$ cat src/rtl/uart_rx_pkg.sv
// Shared types and constants for the UART receive controller and its sampler.
// State encoding is fixed binary so it can be probed on a debug bus.
package uart_rx_pkg;

    typedef enum logic [2:0] {
        IDLE   = 3'd0,
        START  = 3'd1,
        DATA   = 3'd2,
        PARITY = 3'd3,
        STOP   = 3'd4
    } state_t;

    localparam logic PAR_EVEN  = 1'b0;
    localparam logic PAR_ODD   = 1'b1;
    localparam int   MIN_PRESC = 8;

endpackage

$ cat src/rtl/uart_rx_sampler.sv
// Per-bit edge counter plus 3-sample majority voter around the bit centre.
// The majority is registered one edge after the centre, flagged by o_sampleDone.
module uart_rx_sampler
    import uart_rx_pkg::*;
#(
    parameter int PRESC_W = 6
) (
    input  logic               clk,
    input  logic               rst,
    input  logic               i_en,
    input  logic               i_rx,
    input  logic [PRESC_W-1:0] i_presc,
    output logic [PRESC_W-1:0] o_edgeCnt,
    output logic               o_majority,
    output logic               o_sampleDone
);

    logic [PRESC_W-1:0] r_edgeCnt;
    logic               r_s0;
    logic               r_s1;
    logic               r_majority;
    logic [PRESC_W-1:0] w_half;
    logic               w_sampleDone;

    assign w_half       = i_presc >> 1;
    assign w_sampleDone = i_en && (r_edgeCnt == w_half + 1'b1);

    // The third sample is the live line value, voted and stored in the same cycle.
    always_ff @(posedge clk or posedge rst) begin
        if (rst) begin
            r_edgeCnt  <= '0;
            r_s0       <= 1'b0;
            r_s1       <= 1'b0;
            r_majority <= 1'b0;
        end else if (!i_en) begin
            r_edgeCnt <= '0;
        end else begin
            r_edgeCnt <= (r_edgeCnt == i_presc - 1'b1) ? '0 : r_edgeCnt + 1'b1;
            if (r_edgeCnt == w_half - 1'b1) begin
                r_s0 <= i_rx;
            end
            if (r_edgeCnt == w_half) begin
                r_s1 <= i_rx;
            end
            if (w_sampleDone) begin
                r_majority <= (r_s0 & r_s1) | (r_s0 & i_rx) | (r_s1 & i_rx);
            end
        end
    end

    assign o_edgeCnt    = r_edgeCnt;
    assign o_majority   = r_majority;
    assign o_sampleDone = w_sampleDone;

endmodule

$ cat src/rtl/uart_rx_ctrl.sv
// UART receive controller: frame FSM, deserializer, parity and stop checking.
// Configuration is frozen at each start edge so mid-frame changes cannot corrupt a frame.
module uart_rx_ctrl
    import uart_rx_pkg::*;
#(
    parameter int DATA_W  = 8,
    parameter int PRESC_W = 6
) (
    input  logic               clk,
    input  logic               rst,
    input  logic               rx_in,
    input  logic               par_en,
    input  logic               par_typ,
    input  logic               stop2,
    input  logic [PRESC_W-1:0] prescale,
    output logic [DATA_W-1:0]  p_data,
    output logic               data_valid,
    output logic               par_err,
    output logic               stp_err,
    output logic               busy
);

    localparam int BIT_W = $clog2(DATA_W + 4);
    localparam logic [BIT_W-1:0] LAST_DATA = BIT_W'(DATA_W - 1);

    state_t              r_state;
    state_t              w_next;
    logic [PRESC_W-1:0]  r_presc;
    logic                r_parEn;
    logic                r_parTyp;
    logic                r_stop2;
    logic [BIT_W-1:0]    r_bitCnt;
    logic [DATA_W-1:0]   r_shift;
    logic                r_pe;
    logic                r_samplePt;
    logic [DATA_W-1:0]   r_pData;
    logic                r_dataValid;
    logic                r_parErr;
    logic                r_stpErr;

    logic [PRESC_W-1:0]  w_prescEff;
    logic [PRESC_W-1:0]  w_edgeCnt;
    logic                w_majority;
    logic                w_sampleDone;
    logic                w_bitEnd;
    logic                w_lastStop;
    logic                w_expPar;
    logic                w_latch;
    logic                w_shiftEn;
    logic                w_parChk;
    logic                w_bitInc;
    logic                w_bitClr;
    logic                w_resolve;
    logic                w_stopFail;

    assign w_prescEff = (prescale < PRESC_W'(MIN_PRESC)) ? PRESC_W'(MIN_PRESC) : prescale;
    assign w_bitEnd   = (w_edgeCnt == r_presc - 1'b1);
    assign w_lastStop = (r_bitCnt == (r_stop2 ? BIT_W'(1) : BIT_W'(0)));
    assign w_expPar   = (^r_shift) ^ (r_parTyp == PAR_ODD);

    uart_rx_sampler #(
        .PRESC_W (PRESC_W)
    ) u_sampler (
        .clk          (clk),
        .rst          (rst),
        .i_en         (r_state != IDLE),
        .i_rx         (rx_in),
        .i_presc      (r_presc),
        .o_edgeCnt    (w_edgeCnt),
        .o_majority   (w_majority),
        .o_sampleDone (w_sampleDone)
    );

    always_ff @(posedge clk or posedge rst) begin
        if (rst) begin
            r_state <= IDLE;
        end else begin
            r_state <= w_next;
        end
    end

    // Returning to IDLE on the resolving sample lets the back half of a stop bit carry the next start edge.
    always_comb begin
        w_next     = r_state;
        w_latch    = 1'b0;
        w_shiftEn  = 1'b0;
        w_parChk   = 1'b0;
        w_bitInc   = 1'b0;
        w_bitClr   = 1'b0;
        w_resolve  = 1'b0;
        w_stopFail = 1'b0;
        case (r_state)
            IDLE: begin
                if (!rx_in) begin
                    w_next  = START;
                    w_latch = 1'b1;
                end
            end
            START: begin
                if (r_samplePt && w_majority) begin
                    w_next = IDLE;
                end else if (w_bitEnd) begin
                    w_next   = DATA;
                    w_bitClr = 1'b1;
                end
            end
            DATA: begin
                w_shiftEn = r_samplePt;
                if (w_bitEnd) begin
                    if (r_bitCnt == LAST_DATA) begin
                        w_next   = r_parEn ? PARITY : STOP;
                        w_bitClr = 1'b1;
                    end else begin
                        w_bitInc = 1'b1;
                    end
                end
            end
            PARITY: begin
                w_parChk = r_samplePt;
                if (w_bitEnd) begin
                    w_next   = STOP;
                    w_bitClr = 1'b1;
                end
            end
            STOP: begin
                if (r_samplePt) begin
                    if (!w_majority) begin
                        w_next     = IDLE;
                        w_resolve  = 1'b1;
                        w_stopFail = 1'b1;
                    end else if (w_lastStop) begin
                        w_next    = IDLE;
                        w_resolve = 1'b1;
                    end
                end else if (w_bitEnd) begin
                    w_bitInc = 1'b1;
                end
            end
            default: begin
                w_next = IDLE;
            end
        endcase
    end

    always_ff @(posedge clk or posedge rst) begin
        if (rst) begin
            r_presc    <= PRESC_W'(MIN_PRESC);
            r_parEn    <= 1'b0;
            r_parTyp   <= PAR_EVEN;
            r_stop2    <= 1'b0;
            r_bitCnt   <= '0;
            r_shift    <= '0;
            r_pe       <= 1'b0;
            r_samplePt <= 1'b0;
        end else begin
            r_samplePt <= w_sampleDone;
            if (w_latch) begin
                r_presc  <= w_prescEff;
                r_parEn  <= par_en;
                r_parTyp <= par_typ;
                r_stop2  <= stop2;
                r_pe     <= 1'b0;
                r_bitCnt <= '0;
            end else if (w_bitClr) begin
                r_bitCnt <= '0;
            end else if (w_bitInc) begin
                r_bitCnt <= r_bitCnt + 1'b1;
            end
            if (w_shiftEn) begin
                r_shift <= {w_majority, r_shift[DATA_W-1:1]};
            end
            if (w_parChk && (w_majority != w_expPar)) begin
                r_pe <= 1'b1;
            end
        end
    end

    // A stop failure reports any pending parity error alongside it; only clean frames reach p_data.
    always_ff @(posedge clk or posedge rst) begin
        if (rst) begin
            r_pData     <= '0;
            r_dataValid <= 1'b0;
            r_parErr    <= 1'b0;
            r_stpErr    <= 1'b0;
        end else begin
            r_dataValid <= w_resolve && !w_stopFail && !r_pe;
            r_parErr    <= w_resolve && r_pe;
            r_stpErr    <= w_resolve && w_stopFail;
            if (w_resolve && !w_stopFail && !r_pe) begin
                r_pData <= r_shift;
            end
        end
    end

    assign p_data     = r_pData;
    assign data_valid = r_dataValid;
    assign par_err    = r_parErr;
    assign stp_err    = r_stpErr;
    assign busy       = (r_state != IDLE);

endmodule

$ cat config.mk
export PLATFORM = sky130hd
export DESIGN_NAME = uart_rx_ctrl
export DESIGN_NICKNAME = d
export VERILOG_FILES = /design/src/rtl/uart_rx_pkg.sv /design/src/rtl/uart_rx_sampler.sv /design/src/rtl/uart_rx_ctrl.sv
export SDC_FILE = /design/constraint.sdc
export NUM_CORES = 1
export LEC_CHECK = 0
export BUFFER_PORTS_ARGS = -buffer_cell sky130_fd_sc_hd__buf_2
export CAP_MARGIN = 20
export CORE_MARGIN = 5
export CORE_UTILIZATION = 37
export CTS_BUF_LIST = sky130_fd_sc_hd__clkbuf_4 sky130_fd_sc_hd__clkbuf_8 sky130_fd_sc_hd__clkbuf_16
export CTS_CLUSTER_SIZE = 10
export DETAILED_ROUTE_END_ITERATION = 12
export REMOVE_ABC_BUFFERS = 1
export SLEW_MARGIN = 25
export SYNTH_ARGS = -nofsm -noshare
export SYNTH_HDL_FRONTEND = slang
export SYNTH_HIERARCHICAL = 1
export SYNTH_SLANG_ARGS = --single-unit
$ cat constraint.sdc
create_clock -name clk -period 3 [get_ports clk]
set_input_delay 0 -clock clk [delete_from_list [all_inputs] [get_ports clk]]
set_output_delay 0 -clock clk [all_outputs]
set_load 0.01 [all_outputs]
-- Word level (Yosys, flattened, before mapping)
Cells that the tools add are included.
- register bits after elaboration: 46
- logic and storage cells: 105
- input port bits: 12
- muxes and demuxes: 40
- bitwise logic cells: 6
- eq/ne operators: 18
- magnitude comparators: 1
- add/sub/neg operators: 5
- reductions and logical operators: 18
- operators with widths (kind ; number):
    $mux 3 ; 10
    $mux 1 ; 21
    $eq 6x6->1 ; 3
    $mux 6 ; 3
    $pmux 3 s5 ; 1
    $mux 4 ; 3
    $ne 2x2->1 const B ; 5
    $reduce_xor 8->1 ; 1
    $logic_and 1x1->1 ; 7
    $reduce_and 7->1 ; 1
    $add 5x1->6 const B ; 1
    $add 6x1->6 const B ; 1
    $eq 3x2->1 const B ; 2
    $eq 6x5->1 ; 1
    $lt 6x4->1 const B ; 1
    $ne 3x3->1 const B ; 2
    $reduce_and 2->1 ; 3
    $reduce_bool 3->1 ; 2
    $sub 5x1->6 const B ; 1
    $sub 6x1->6 const B ; 1
    $add 4x1->4 const B ; 1
    $eq 4x1->1 ; 1
    $eq 4x3->1 const B ; 1
    $and 1x1->1 ; 3
    10 further kinds ; 12

-- Logic depth before layout (Yosys ltp)
Gate-level depths: netlist of run 1.
- word-level depth: 8
- mapped depth: 8
- depth with buffers taken out: 7

-- Cells and area by module
The synthesis of run 1 kept the hierarchy.
- by module, submodules not included (module ; area an instance (µm²) ; times used ; cells an instance ; sequential area each (µm²)):
    uart_rx_ctrl ; 1875.5 ; 1 ; 180 ; 927.1
    uart_rx_sampler ; 894.6 ; 1 ; 98 ; 225.2

-- Worst setup path before layout of run 1
No wires, ideal clock.
- path kind: register to register
- from: register r_presc[2]
- to: register u_sampler.r_majority (netlist: u_sampler/o_majority)
- period minus slack after synthesis: 2163 ps
- stages on the path, launching flop included: 8
- buffers on the path: 1
- path slack: 837 ps
- data arrival time: 2038 ps
- path through: dfrtp_1 clkbuf_1 inv_1 ha_1 xnor2_1 nand3_1 a2111oi_4 mux2_4
- cells in the longest elaborated chain, start to end: 4
- ends and longest elaborated chain (element ; line ; RTL):
    from (decl) ; uart_rx_ctrl.sv:28 ; logic [PRESC_W-1:0] r_presc;
    from (signal assigned) ; uart_rx_ctrl.sv:147 ; r_presc <= PRESC_W'(MIN_PRESC);
    from (signal assigned) ; uart_rx_ctrl.sv:158 ; r_presc <= w_prescEff;
    $add 5x1->6 ; uart_rx_sampler.sv:26 ; assign w_sampleDone = i_en && (r_edgeCnt == w_half + 1'b1);
    $eq 6x6->1 ; uart_rx_sampler.sv:26 ;
    $logic_and 1x1->1 ; uart_rx_sampler.sv:26 ;
    net w_sampleDone ; uart_rx_ctrl.sv:44 ; logic w_sampleDone;
    $reduce_and 2->1 (no line) ; -- ;
    to (signal assigned) ; uart_rx_sampler.sv:46 ; r_majority <= (r_s0 & r_s1) | (r_s0 & i_rx) | (r_s1 & i_rx);
    to (decl) ; uart_rx_sampler.sv:21 ; logic r_majority;
The timed path passes the listed nets, and every way through them passes these cells.
A chain may end at the register's enable or synchronous reset.

-- Worst setup path after layout of run 1
- from: register r_presc[2]
- to: register r_bitCnt[2]
- cells in the longest elaborated chain, start to end: 7
- elaborated cells between the ends (all ways): 12
- those cells by class: add/sub: 1; eq/ne: 1; mux: 9; reduce/logical: 1
- ends and longest elaborated chain (element ; line ; RTL):
    $sub 6x1->6 (*) ; uart_rx_ctrl.sv:57 ; assign w_bitEnd = (w_edgeCnt == r_presc - 1'b1);
    $eq 6x6->1 (*) ; uart_rx_ctrl.sv:57 ;
    $mux 1 ; uart_rx_ctrl.sv:102, uart_rx_ctrl.sv:120, uart_rx_ctrl.sv:135 ;
    $mux 1 ; uart_rx_ctrl.sv:100 ; if (r_samplePt && w_majority) begin
    $pmux 1 s3 ; uart_rx_ctrl.sv:92 ; case (r_state)
    $mux 4 ; uart_rx_ctrl.sv:164 ; end else if (w_bitClr) begin
    $mux 4 ; uart_rx_ctrl.sv:157 ; if (w_latch) begin
    to (signal assigned) ; uart_rx_ctrl.sv:167 ; r_bitCnt <= r_bitCnt + 1'b1;
    to (decl) ; uart_rx_ctrl.sv:32 ; logic [BIT_W-1:0] r_bitCnt;
Every way passes the cells marked *; elsewhere a longest branch is shown, timed or not.

==> results of run 1 <==
==> placed cells by master (no fill, tap or decap), types with 5 or more instances in the layout <==
| cell type | n |
|---|---|
| dlygate4sd3_1 | 11 |
| and3_1 | 5 |
| o21ai_0 | 9 |
| inv_1 | 13 |
| clkbuf_8 | 5 |
| nand3_1 | 11 |
| a21oi_1 | 5 |
| nor2_1 | 9 |
| o22ai_1 | 5 |
| xnor2_1 | 27 |
| nand2b_1 | 11 |
| nor3_1 | 7 |
| xor2_1 | 9 |
| nand2_1 | 29 |
| dfrtp_1 | 45 |
| ha_1 | 7 |
| mux2_2 | 16 |
| buf_2 | 23 |
| or3_1 | 8 |
==> cell type report <==
| class | instances | share of cell area, % |
|---|---|---|
| antenna | 1 | 0.07868 |
| clock buffer | 5 | 2.164 |
| clock inverter | 3 | 0.8261 |
| inverter | 13 | 1.534 |
| multi-input combinational | 207 | 47.72 |
| sequential | 46 | 36.23 |
| tap | 99 | 3.895 |
| timing repair buffer | 36 | 7.553 |
==> worst min-delay path, cell delays in order <==
cell and delay, ps:
dlygate4sd3_1 530, buf_2 130, inv_1 260
==> cells by family after synthesis <==
family                     after synthesis  synth area share [%]
and+or+nand+nor                        104                 20.82
DFF                                     46                 41.60
AOI/OAI and AO/OA                       38                 10.03
xor gates and xnor gates                38                 12.56
buffers and inverters                   25                 3.614
muxes                                   19                 7.859
adders and majority gates                8                 3.523
==> cells in the mapped netlist, drive strengths merged, types with 2 or more instances <==
master / count
dfrtp: 45
nand2: 29
xnor2: 27
mux2: 19
inv: 13
nand2b: 11
nand3: 11
xor2: 11
o21ai: 10
nor2: 9
nor3: 8
or3: 8
clkbuf: 7
ha: 7
a21oi: 5
and3: 5
buf: 5
o22ai: 5
a211oi: 3
nand4: 3
nand4b: 3
nor3b: 3
or2: 3
or4: 3
a31oi: 2
nand3b: 2
o2111ai: 2
==> per-layer routing <==
metal | wire, µm | track usage (%)
met5 | 0 | 0
met4 | 45 | 4.673
met3 | 186 | 2.866
met2 | 2814 | 22.59
met1 | 2631 | 17.68
==> path summary, 6_finish.rpt <==
| kind | from | to | slack, ps | cells after the start |
|---|---|---|---|---|
| min | rst | u_sampler/o_edgeCnt[1] | 220 | 3 |
| max reg2reg | r_presc[2] | r_bitCnt[2] | 750 | 5 |
| min reg2reg | r_stop2 | r_stop2 | 500 | 2 |
| min in group clk | stop2 | r_stop2 | 420 | 4 |
| max | r_presc[2] | r_bitCnt[2] | 750 | 5 |
| max in group asynchronous | rst | r_bitCnt[1] | 2050 | 4 |
==> state kept, by name, indices dropped and copies added (netlist names), 3 cells and up <==
| register | count |
|---|---|
| r_state | 3 |
| r_shift | 8 |
| r_bitCnt | 4 |
| p_data | 8 |
| u_sampler/o_edgeCnt | 6 |
| r_presc | 6 |
==> through the flow <==
step                      hold slack, ps  power, mW  area (µm²)
after global routing               274.6      3.058        3178
after floorplan                   -172.1      2.101        2719
after global placement            -1.106      2.374        2973
final                              218.9      2.804        3181
after CTS                          213.4      2.833        3178
after detailed placement          -2.769      2.409        2973
==> power breakdown <==
group | internal, mW | switching, mW | total (mW)
Combinational | 0.648 | 0.647 | 1.30
Sequential | 0.775 | 0.332 | 1.11
Clock | 0.173 | 0.229 | 0.402
Total | 1.60 | 1.21 | 2.80
==> qor.yml, run 1 <==
drt:
  dr.pass1.iters: 4
  vias_per_cell: 4.983
  wl_per_cell_um: 13.85
  route.detailed.drc: 0
  postRouteAntennaNets: 0
  drt_iter0_markers: 65
  vias: 2043
  drt_wl_total_um: 5678
logic_synthesis:
  syn-cell-area_um2: 2770
  ys_types: 55
  synth.ff_latch_count: 46
  synth_ff_type: "dfrtp_1"
  yosysTopAreaCell: "dfrtp_1"
  netlist_instances: 278
  synth_top_area_share_pct: 40.65
  synth-warning-count: 6
  synth_area_leaders: "dfrtp_1 (41%), xnor2_1 (8.5%), mux2_2 (6.5%)"
  synth_edf_count: 0
  syn_avg_cell_area_um2: 9.965
  ys_seq_area_share_pct: 41.60
  ys_async_sr_fraction_pct: 100.0
critical_path:
  slowest_stage: "or4_1"
  crit_family: "simple AND/OR/NAND/NOR gates"
  path_cells: "or4_4 > nor3_2 > o2111ai_2 > or4_1 > a31oi_1"
  crit_path_start_kind: "flip-flop"
  crit_path_max_incr_delay_ps: 570
  crit_path_end_kind: "flip-flop"
  crit_arrival_ps: 2470
  crit_fanout: 16
  cp.buffers_inverters: 0
  cp.required_ps: 3230
  criticalPathCategory: "reg -> reg"
final_layout:
  finish.net_count: 328
  multi_input_area_um2: 1518
  fin_util_pct: 43.85
  final-seq-area_um2: 1152
  area_delta_synth_final_pct: 14.81
  fin_cells: 410
  drive_above_1_share_pct: 20.00
  fillerInstances: 707
clock_tree:
  cts_root_buffer: "clkbuf_8"
  h-tree-depth: 2
  cts_buffer_depth: 2
  ctsResizeCount: 0
  tritoncts: "built"
  clkLatencyLatePin_ps: 300
  cts_hold_buf: 11
  post_cts_buffers: 0
  path_clk_slew_ps: 90
  cts_inserted_buffers: 5
  cts_sinks: 46
timing:
  fmax_mhz: 445.4
  grt_setup_unrepaired: "no"
  final_hold_viol_count: 0
  finClkSkew_ps: 8.480
  finalWorstSetupSlack_ps: 754.6
  drv_slew: 0
  setup_viol: 0
  relSlewSlack_pct: 58.57
  worst_pin_slew_ps: 618.7
  period_needed_ps: 2245
  fin_tns_setup_ps: 0
  period_share_pct: 74.85
floorplanning:
  core-area_um2: 7253
  row_count: 31
  dieWidth_um: 96.53
  ioPinCount: 24
  die_area_um2: 9317
  chipHeight_um: 96.53
  start_util_pct: 38.19
placement:
  place_hpwl_um: 4101
  preCtsSetupSlack_ps: 739.5
  numPortBuffers: 23
  dp_cells: 390
  gp_congestion: 0.8084
global_route:
  grt_pass1_vias: 2131
  grt_max_degree: 27
  grt_pass1_wl_um: 9977
  antenna_found_initial: 0
  gr-total-overflow: 0
  grt_util_all_layers_pct: 13.64
worst_hold_path:
  holdCritPathClass: "in -> async"
job:
  maxCapViolCount: 0
power:
  peakVddDrop_mv: 0.3545
  pwr_density_cell_nw_per_um2: 881.6
  leakagePower_nw: 1.423
run_status:
  status: "finished clean"
Note: power is estimated with default switching activity, not from simulation.
==> run 2: changes to the inputs <==
clock period = 1.9 ns   (was 3 ns; I/O delays follow)
==> run 2 against run 1 <==
  * The run now ends with setup timing left
  * Global-route usage grew 1.7 points
  * Combinational power rose to 2.8 times the previous value
  * Final area increased by 20%
  * Via count increased by 12%
  * Clock-buffer cell count stayed put
  * First-iteration DRC count decreased by 12%
  * Critical path depth unchanged
  * Die area unchanged
==> qor.yml, run 2 (synthesis gave the netlist of run 1 again) <==
run_status:
  status: "complete, but fails checks"
  violations: "setup timing"
timing:
  drv_slew: 0  # unchanged
  period_share_pct: 105.8  # +31 points
  setup_viol: 16  # +16
  period_needed_ps: 2009  # -236.0 ps
  finClkSkew_ps: 6.224  # -2.255 ps
  final_hold_viol_count: 0  # unchanged
  relSlewSlack_pct: 68.55  # +10 points
  fmax_mhz: 497.7  # +12%
  grt_setup_unrepaired: "yes"
  worst_pin_slew_ps: 471.7  # -147.0 ps
  finalWorstSetupSlack_ps: -109.4  # -864.0 ps
global_route:
  antenna_found_initial: 0  # unchanged
  grt_util_all_layers_pct: 15.33  # +1.7 points
  gr-total-overflow: 0  # unchanged
  grt_pass1_wl_um: 11140  # +12%
  grt_max_degree: 38  # +41%
  grt_pass1_vias: 2332  # +9.4%
floorplanning:
  chipHeight_um: 96.53  # unchanged
  die_area_um2: 9317  # unchanged
  ioPinCount: 24  # unchanged
  dieWidth_um: 96.53  # unchanged
  row_count: 31  # unchanged
  core-area_um2: 7253  # unchanged
  start_util_pct: 38.19  # unchanged
power:
  p_int_mw: 3.386  # +110%
  switching_share_pct: 41.24  # -1.8 points
  peakVddDrop_mv: 0.6830  # +93%
  seqPwrFrac_pct: 26.9  # -13 points
  switchingPower_mw: 2.377  # +97%
  leakagePower_nw: 1.737  # +22%
  pwr_density_cell_nw_per_um2: 1512  # +72%
  clkPwrFrac_pct: 10.5  # -3.8 points
  power_frac_comb_pct: 62.6  # +16 points
placement:
  place_hpwl_um: 4640  # +13%
  place_area_um2: 3303  # +11%
  gp_congestion: 0.8453  # +4.6%
  preCtsSetupSlack_ps: -156.9  # -896.4 ps
  numPortBuffers: 23  # unchanged
clock_tree:
  cts_root_buffer: "clkbuf_8"
  clkLatencyLatePin_ps: 300  # about the same
  tritoncts: "built"
  cts_buffer_depth: 2  # unchanged
  cts_inserted_buffers: 5  # unchanged
  h-tree-depth: 2  # unchanged
  path_clk_slew_ps: 90  # about the same
  cts_sinks: 46  # unchanged
worst_hold_path:
  holdCritPathClass: "in -> async"
critical_path:
  cp.required_ps: 2120  # -1110 ps
  criticalPathCategory: "reg -> reg"
  cp.buffers_inverters: 0  # unchanged
  crit_path_end_kind: "flip-flop"
  crit_fanout: 5  # -11
  crit_family: "simple AND/OR/NAND/NOR gates"
  crit_arrival_ps: 2230  # -240 ps
  crit_path_start_kind: "flip-flop"
  path_cells: "or4_4 > nor3_4 > o2111ai_4 > or4_4 > a31oi_1"
  slowest_stage: "or4_4"
  cp_common_cell: "or4_4"
  crit_path_max_incr_delay_ps: 550  # -20 ps
final_layout:
  drive_above_1_share_pct: 39.67  # +20 points
  multi_input_area_um2: 1713  # +13%
  fillerInstances: 663  # -6.2%
  area_delta_synth_final_pct: 37.58
  finish.net_count: 381  # +16%
  final_cell_area_um2: 3811  # +20%
  final-seq-area_um2: 1155  # +0.22%
  diodes: 0  # -1
  layout_common_cells: "buf_4 (46), dfrtp_1 (43), nand2_1 (29), xnor2_1 (27), buf_2 (23)"
  final_common_cell: "buf_4"
drt:
  vias: 2295  # +12%
  vias_per_cell: 4.968  # -0.31%
  drt_iter0_markers: 57  # -12%
  wl_per_cell_um: 14.44  # +4.3%
  route.detailed.drc: 0  # unchanged
  postRouteAntennaNets: 0  # unchanged
  drt_wl_total_um: 6672  # +18%
  dr.pass1.iters: 4  # unchanged
job:
  maxCapViolCount: 0  # unchanged
==> run 2: power groups by stage <==
stage	combinational, mW	sequential, mW	clock (mW)
final	3.61	1.55	0.603
after global routing	3.92	1.58	0.667
after CTS	3.21	1.54	0.638
after detailed placement	2.86	1.55	0
after global placement	2.81	1.54	0
after floorplan	1.71	1.61	0
==> run 2: final timing paths <==
kind	startpoint	depth (start not counted)	to	slack (ps)
min	rst	3	u_sampler/o_edgeCnt[1]	230
max reg2reg	r_presc[1]	5	r_bitCnt[2]	-110
min in group clk	stop2	4	r_stop2	420
min reg2reg	r_stop2	2	r_stop2	510
max in group asynchronous	rst	4	r_presc[1]	1190
max	r_presc[1]	5	r_bitCnt[2]	-110
==> run 2: final cells by class <==
class	count	area share (%)
Multi-Input combinational cell	207	44.94
Clock inverter	3	0.5581
Inverter	13	1.280
Sequential cell	46	30.30
Timing Repair Buffer	89	17.86
Clock buffer	5	1.806
Tap cell	99	3.250
==> run 2: per-layer routing <==
layer | vias up | track usage (%) | wire [µm]
li1 | 1134 | - | -
met1 | 1111 | 19.53 | 2974
met2 | 37 | 26.55 | 3403
met3 | 13 | 2.556 | 167
met4 | 0 | 4.673 | 125
met5 | - | 0 | 0
==> run 2: worst reg2reg max path, stage by stage, from the launching register on <==
cell and delay (ps):
dfrtp_2 450, or4_4 550, nor3_4 230, o2111ai_4 140
or4_4 430, a31oi_1 130
==> run 2: repair_timing <==
| item | in CTS | in global routing |
|---|---|---|
| gates resized for setup | 24 | 21 |
| endpoints found under the setup margin | 24 | 16 |
| hold buffers | 11 | 0 |
| buffers inserted | 5 | 4 |
| pin swaps | 17 | 10 |
| hold endpoints to repair | 56 | 0 |
==> run 2: through the flow <==
step / setup TNS (ps) / total power [mW] / instances / hold WS (ps) / util [%]
after floorplan: -595.0 / 3.317 / 266 / -172.1 / -
after global placement: -1111 / 4.349 / 434 / 7.651 / 45.54
after detailed placement: -1841 / 4.414 / 434 / 11.58 / 45.54
after CTS: -888.4 / 5.389 / 458 / 222.2 / 50.46
after global routing: -2079 / 6.176 / 462 / 272.4 / 52.54
final: -796.8 / 5.762 / 462 / 231.3 / 52.54
